===== src/rtl/mux_sweep_capture_pkg.sv =====
// mux_sweep_capture_pkg: shared state encodings and sweep sizing
package mux_sweep_capture_pkg;
    typedef enum logic [1:0] {
        ST_IDLE  = 2'd0,
        ST_SWEEP = 2'd1,
        ST_DONE  = 2'd2
    } state_t;
    localparam int NUM_VECTORS = 32;
    localparam int IDX_W = 5;
endpackage


===== src/rtl/mux_sweep_capture_settle.sv =====
// settle_timer: counts hold cycles per vector and ticks on the last one
module settle_timer #(
    parameter int SETTLE_CYCLES = 2,
    parameter int CNT_W = 4
) (
    input  logic clk,
    input  logic reset,
    input  logic clear,
    input  logic en,
    output logic tick
);
    logic [CNT_W-1:0] count;
    assign tick = count == CNT_W'(SETTLE_CYCLES - 1);
    // free-running hold counter, wraps on tick, held at zero while cleared
    always_ff @(posedge clk) begin
        if (reset || clear) count <= '0;
        else if (en) count <= tick ? '0 : count + 1'b1;
    end
endmodule


===== src/rtl/mux_sweep_capture.sv =====
// mux_sweep_capture: sweeps all {Y,X} vectors, captures Z and checks against a golden word
module mux_sweep_capture
    import mux_sweep_capture_pkg::*;
#(
    parameter int SETTLE_CYCLES = 2,
    parameter int CNT_W = 4
) (
    input  logic        clk,
    input  logic        reset,
    input  logic        start,
    input  logic [31:0] expected,
    input  logic        Z_in,
    output logic [1:0]  Y_out,
    output logic [2:0]  X_out,
    output logic        busy,
    output logic        done,
    output logic [31:0] result,
    output logic        pass,
    output logic [5:0]  mismatch_count
);
    state_t state;
    logic [IDX_W-1:0] idx;
    logic [31:0] exp_q;
    logic [31:0] res_next;
    logic tick;
    logic last;
    assign Y_out = idx[4:3];
    assign X_out = idx[2:0];
    assign last = idx == IDX_W'(NUM_VECTORS - 1);
    settle_timer #(.SETTLE_CYCLES(SETTLE_CYCLES), .CNT_W(CNT_W)) u_timer (
        .clk(clk),
        .reset(reset),
        .clear(state != ST_SWEEP),
        .en(state == ST_SWEEP),
        .tick(tick)
    );
    // result with the current sample merged in, so pass sees the final bit
    always_comb begin
        res_next = result;
        res_next[idx] = Z_in;
    end
    // sweep FSM: accept start, step vectors on each settle tick, finish at index 31
    always_ff @(posedge clk) begin
        if (reset) begin
            state <= ST_IDLE;
            idx <= '0;
            busy <= 1'b0;
            done <= 1'b0;
            pass <= 1'b0;
            result <= '0;
            mismatch_count <= '0;
            exp_q <= '0;
        end else begin
            case (state)
                ST_IDLE, ST_DONE: if (start) begin
                    exp_q <= expected;
                    result <= '0;
                    mismatch_count <= '0;
                    pass <= 1'b0;
                    done <= 1'b0;
                    idx <= '0;
                    busy <= 1'b1;
                    state <= ST_SWEEP;
                end
                ST_SWEEP: if (tick) begin
                    result <= res_next;
                    mismatch_count <= mismatch_count + 6'(Z_in != exp_q[idx]);
                    idx <= idx + 1'b1;
                    if (last) begin
                        state <= ST_DONE;
                        busy <= 1'b0;
                        done <= 1'b1;
                        pass <= res_next == exp_q;
                    end
                end
                default: state <= ST_IDLE;
            endcase
        end
    end
endmodule


===== config.mk =====
export PLATFORM = sky130hd
export DESIGN_NAME = mux_sweep_capture
export DESIGN_NICKNAME = d
export VERILOG_FILES = /design/src/rtl/mux_sweep_capture_pkg.sv /design/src/rtl/mux_sweep_capture_settle.sv /design/src/rtl/mux_sweep_capture.sv
export SDC_FILE = /design/constraint.sdc
export NUM_CORES = 1
export LEC_CHECK = 0
export ABC_AREA = 0
export ABC_CLOCK_PERIOD_IN_PS = 7800
export BUFFER_PORTS_ARGS = -buffer_cell sky130_fd_sc_hd__buf_2
export CAP_MARGIN = 20
export CORE_MARGIN = 1.5
export CORE_UTILIZATION = 56
export DETAILED_ROUTE_END_ITERATION = 8
export GPL_TIMING_DRIVEN = 0
export PLACE_DENSITY = 0.8
export SYNTH_ARGS = -nofsm -noshare
export SYNTH_HDL_FRONTEND = slang
export SYNTH_SLANG_ARGS = --single-unit

===== constraint.sdc =====
create_clock -name clk -period 7.8 [get_ports clk]
set_input_delay 1.56 -clock clk [delete_from_list [all_inputs] [get_ports clk]]
set_output_delay 1.56 -clock clk [all_outputs]
set_load 0.01 [all_outputs]

**Word-level counts from Yosys, hierarchy flattened**

Cells that the tools add are included.

- Add/subtract/negate cells: 3
- Magnitude comparators: 2
- Equal/unequal tests: 10
- Mux-type cells: 30
- Reduce and logical (&&, ||, !) cells: 9

Operator list:

| operator | count |
|---|---|
| 2-to-1 mux 32 bit | 2 |
| one-hot mux 32 bit (2 select lines) | 1 |
| bitwise mux 32 bit | 1 |
| equality test 32 bit | 1 |
| 2-to-1 mux 6 bit | 2 |
| one-hot mux 6 bit (2 select lines) | 1 |
| 2-to-1 mux 1 bit | 10 |
| 2-to-1 mux 5 bit | 2 |
| one-hot mux 5 bit (2 select lines) | 1 |
| adder 6 x 1 -> 6 bit | 1 |
| < comparator 5 x 6 -> 1 bit, second input constant | 1 |
| 2-to-1 mux 2 bit | 3 |
| inequality test 2 bit, second input constant | 3 |
| one-hot mux 1 bit (2 select lines) | 3 |
| AND reduction 3 bit | 2 |
| adder 5 x 1 -> 5 bit, second input constant | 1 |
| binary-select mux 1 bit (select 5 bit) | 1 |
| demux 1 bit (select 5 bit) | 1 |
| equality test 5 bit, second input constant | 1 |
| greater-or-equal comparator 5 x 1 -> 1 bit, second input constant | 1 |
| adder 4 x 1 -> 4 bit, second input constant | 1 |
| equality test 4 x 1 -> 1 bit, second input constant | 1 |
| 2-to-1 mux 4 bit | 1 |
| one-hot mux 2 bit (2 select lines) | 1 |
| other kinds (11) | 11 |

- Register bits after elaboration: 84
- Bits of input ports: 36
- Output and inout bits: 46
- Logic and storage cells: 63

**Depth between registers and ports, before layout**

- Depth in word-level cells: 9
- Mapped depth: 10
- Depth with buffers taken out: 9

**By module**

From an unflattened synthesis, not the netlist that was laid out.

- Cells, all modules: 571
- Area total of the unflattened synthesis: 4724.5 µm²

Modules (own cells, without submodules):

| module | instances | cells an instance | area an instance (µm²) | seq. area each (µm²) |
|---|---|---|---|---|
| mux_sweep_capture | 1 | 551 | 4526.8 | 1601.5 |
| settle_timer | 1 | 20 | 197.7 | 80.1 |

**Worst setup path before layout**

Ideal clock, no wire load.

- Kind: input to register
- Start: input Z_in
- End: register mismatch_count[5]
- Data arrival time: 2.876 ns
- Required time: 7.680 ns
- Path slack: 4.804 ns
- Stages: 8
- Path buffers: 2
- Path through: clkbuf_1 -> clkbuf_1 -> xnor2_1 -> ha_1 -> and3_1 -> nand4_1 -> xor2_1 -> nor2_1

- Word-level cells in the longest chain between the ends: 4

Ends and longest elaborated chain:

| element | RTL line | source |
|---|---|---|
| start: declaration | mux_sweep_capture.sv:12 | `input logic Z_in,` |
| inequality test 1 bit | mux_sweep_capture.sv:67 | `mismatch_count <= mismatch_count + 6'(Z_in != exp_q[idx]);` |
| adder 6 x 1 -> 6 bit | mux_sweep_capture.sv:67 |  |
| 2-to-1 mux 6 bit | mux_sweep_capture.sv:65 | `ST_SWEEP: if (tick) begin` |
| one-hot mux 6 bit (2 select lines) | mux_sweep_capture.sv:54 | `case (state)` |
| end signal: assignment | mux_sweep_capture.sv:67 |  |
| end: declaration | mux_sweep_capture.sv:19 | `output logic [5:0] mismatch_count` |

No other way between the ends. The select of a mux whose other input is x is not followed.
A chain may end at the register's enable or synchronous reset.

**Final worst setup path**

- Start: input Z_in
- End: register pass

- Word-level cells in the longest chain between the ends: 5

Ends and longest elaborated chain:

| element | RTL line | source |
|---|---|---|
| bitwise mux 32 bit | mux_sweep_capture.sv:40 | `res_next[idx] = Z_in;` |
| equality test 32 bit | mux_sweep_capture.sv:73 | `pass <= res_next == exp_q;` |
| 2-to-1 mux 1 bit | mux_sweep_capture.sv:69 | `if (last) begin` |
| 2-to-1 mux 1 bit | mux_sweep_capture.sv:65 |  |
| one-hot mux 1 bit (2 select lines) | mux_sweep_capture.sv:54 |  |
| end signal: assignment | mux_sweep_capture.sv:73 |  |
| end: declaration | mux_sweep_capture.sv:18 | `output logic pass,` |

No other way between the ends. The select of a mux whose other input is x is not followed.

==> metrics.json <==
{
  "clock_tree": {
    "cts_tree": "done",
    "ctsHtreeMaxLevel": 3,
    "ctsResizeCount": 0,
    "cts_setup_buffers": 0,
    "holdBufCountCts": 0,
    "cts_made_buffers": 9,
    "clock_transition_at_the_registers_of_the_reported_paths_ps": 80,
    "ctsRootBufferMaster": "clkbuf_8",
    "numClockSinks": 84,
    "worstSkewPairLatency_ps": 360,
    "cts-root-to-sink-buffers": 2
  },
  "final_layout": {
    "final_cell_area_um2": 5433,
    "insertedDiodeCount": 0,
    "area_growth_syn_to_layout_pct": 14.90,
    "layout.cells.non_filler": 760,
    "fillCellCount": 736,
    "finalCoreUtilization_pct": 66.12,
    "layout.cells.most_common": "buf_2",
    "num-nets-final": 696,
    "fraction_of_layout_cells_with_a_size_suffix_above_1_pct": 19.39,
    "layout_common_cells": "buf_2, dfxtp_1, nand2_1, nor2_1, a21oi_1"
  },
  "critical_path": {
    "crit_path_max_fanout": 10,
    "critical_path.top_delay_family": "buffers and inverters",
    "worst_r2r_end": "pass$_SDFFE_PP0P_",
    "worst-endpoint-arrival_ps": 4020,
    "path_class": "in2reg",
    "crit_top_cell": "clkbuf_1",
    "reg2reg_depth": 9,
    "r2r-start": "idx[1]$_SDFFE_PP0P_",
    "critical_path_top_delay_cell": "clkbuf_1",
    "critical_path.n_buffers_inverters": 3,
    "crit_cells": 8,
    "worst-endpoint-required_ps": 8070,
    "crit_path_end": "pass$_SDFFE_PP0P_",
    "worst_setup_path_start_kind": "input pin",
    "worstPathCellList": "buf_2, clkbuf_1, clkbuf_1, mux2i_1, xnor2_1, nor4_1, nand4_1, o32ai_1",
    "cpPeakStageDelay_ps": 570,
    "end_kind": "register",
    "launch_point_of_the_critical_path": "Z_in",
    "reg2reg_setup_slack_ps": 4440
  },
  "global_routing": {
    "largest_net_degree_at_the_start_of_global_routing": 14,
    "global_route.overflow_total": 0,
    "global_route.usage.total_pct": 34.96,
    "number_of_global_route_vias_before_repair": 4338,
    "grt_pass1_wl_um": 23400,
    "antenna_found_initial": 0
  },
  "die": {
    "ios": 82,
    "dieHeight_um": 94.89,
    "initial_utilization_pct": 57.55,
    "core_area_um2": 8217,
    "fp.dieW_um": 94.89,
    "floorplan.rows": 33,
    "full_die_area_um2": 9003
  },
  "synth": {
    "total_standard_cell_area_after_synthesis_um2": 4728,
    "syn_inst": 559,
    "ys_async_sr_fraction_pct": 0,
    "postSynthNetCount": 604,
    "synth-warning-count": 0,
    "postSynthAreaPerCell_um2": 8.458,
    "ys_seq_area_share_pct": 35.56,
    "ys_seq_elements": 84,
    "synth_enable_flop_cells": 0,
    "synth_top_flop_cell": "dfxtp_1",
    "synth.lib_cells_used.distinct": 45
  },
  "sta": {
    "finalSetupViolations": 0,
    "worst_pin_slew_ps": 723.5,
    "max-slew-margin-rel_pct": 51.77,
    "maxSlewViolCount": 0,
    "rsz0062_at_grt": "false",
    "fmaxAchievable_mhz": 266.9,
    "layout_worst_path_cycle_share_pct": 48.04,
    "fin_setup_tns_ps": 0,
    "fin_worst_skew_ps": 12.15,
    "finalCriticalPeriod_ps": 3747,
    "hold_viol": 0
  },
  "hold_path": {
    "min-delay-path-class": "reg2reg"
  },
  "detailed_routing": {
    "finalWirelength_um": 15280,
    "drt-wirelength-per-cell_um": 20.11,
    "wl_met2_um": 7122,
    "firstDrtPassIters": 5,
    "route.vias.total": 4647,
    "drt.antenna.violating_nets": 0,
    "drt_iter0_markers": 352,
    "wl_met3_um": 931,
    "detail_route.drc_violations": 0,
    "dr_vias_cell": 6.114,
    "detail_route.wirelength.met1_um": 6716,
    "top_layer": "met4"
  },
  "placement": {
    "place_congestion": 1.014,
    "number_of_placed_cells_counting_well_taps": 745,
    "place.detailed.hpwl_um": 11640,
    "dpl_cell_area_um2": 5265,
    "port_buffers": 81
  },
  "pwr": {
    "power_density_nw_per_um2": 155.4,
    "vdd_drop_max_uv": 104.4,
    "leakage_nw": 2.087
  },
  "run_status": {
    "status": "finished clean"
  },
  "run": {
    "max_cap_viol_count": 0
  }
}
## synth_stat cells, drive strengths merged (6+ instances only)
master | number | area (µm²)
dfxtp | 84 | 1682
nand2 | 81 | 304.0
nor2 | 57 | 214.0
a21oi | 44 | 220.2
clkbuf | 33 | 125.1
mux2i | 30 | 300.3
o21ai | 28 | 140.1
a22oi | 25 | 187.7
xnor2 | 22 | 192.7
buf | 14 | 76.32
inv | 11 | 41.29
mux4 | 10 | 225.2
a31oi | 9 | 56.30
and4bb | 9 | 112.6
ha | 9 | 112.6
and4b | 8 | 80.08
nand2b | 8 | 50.05
nor4 | 8 | 50.05
xor2 | 8 | 70.07
o32ai | 6 | 52.55
## state kept, by name (all words and copies together) (netlist names)
| signal | count |
|---|---|
| busy | 1 |
| done | 1 |
| exp_q | 32 |
| idx | 5 |
| mismatch_count | 6 |
| pass | 1 |
| result | 32 |
| state | 2 |
| u_timer.count | 4 |
## report_power, final
| group | leakage, nW | switching [W] | internal, W |
|---|---|---|---|
| combinational | 1.32 | 0.0000608 | 0.0000389 |
| sequential | 0.682 | 0.0000164 | 0.000440 |
| clock | 0.0852 | 0.000165 | 0.000122 |
| total | 2.09 | 0.000242 | 0.000602 |
## logic make-up after synthesis
kind of cell | count (synthesis) | synth area share (%)
adders and majority gates | 9 | 2.382
muxes | 41 | 11.35
DFF | 84 | 35.56
buffers and inverters | 58 | 5.134
xor gates and xnor gates | 30 | 5.557
and+or+nand+nor | 215 | 24.35
AOI/OAI and AO/OA | 122 | 15.67
## worst min-delay path by stage
| stage | startpoint | to | depth (start not counted) |
|---|---|---|---|
| after floorplan | u_timer.count[0]$_SDFFE_PP0P_ | u_timer.count[0]$_SDFFE_PP0P_ | 1 |
| after global placement | done$_SDFFE_PP0P_ | done$_SDFFE_PP0P_ | 2 |
| after detailed placement | done$_SDFFE_PP0P_ | done$_SDFFE_PP0P_ | 2 |
| after CTS | u_timer.count[0]$_SDFFE_PP0P_ | u_timer.count[0]$_SDFFE_PP0P_ | 1 |
| after global routing | exp_q[27]$_SDFFE_PP0P_ | exp_q[27]$_SDFFE_PP0P_ | 2 |
| final | done$_SDFFE_PP0P_ | done$_SDFFE_PP0P_ | 2 |
## layer usage
layer / up-vias / global-route usage, %
met5: - / 0
met4: 0 / 14.43
met3: 38 / 4.831
met2: 218 / 56.96
met1: 2212 / 46.30
li1: 2179 / -
## tightest hold or removal path: cells and delay by family, from the launching register on
kind          cells  cell delay [ps]
simple gates      2              120
flops             1              330
## area by class of cell
cell class,count,area [µm²],share of cell area [%]
multi-input combinational,417,2804,51.61
sequential,84,1682,30.95
timing repair buffer,81,405.4,7.462
buffer,47,201.4,3.708
clock buffer,11,141.4,2.602
tap,105,131.4,2.418
inverter,11,41.29,0.7600
clock inverter,4,26.28,0.4836
## stage by stage
| stage | worst slack (ps) | power (W) | hold WS (ps) |
|---|---|---|---|
| floorplan | 4804 | 0.0005243 | 436.0 |
| global placement | 3813 | 0.0005606 | 453.2 |
| detailed placement | 3801 | 0.0005634 | 466.8 |
| CTS | 4165 | 0.0008390 | 482.2 |
| global route | 4088 | 0.0008721 | 516.6 |
| finish | 4053 | 0.0008441 | 477.2 |
Power figures use the tool's default switching activity.
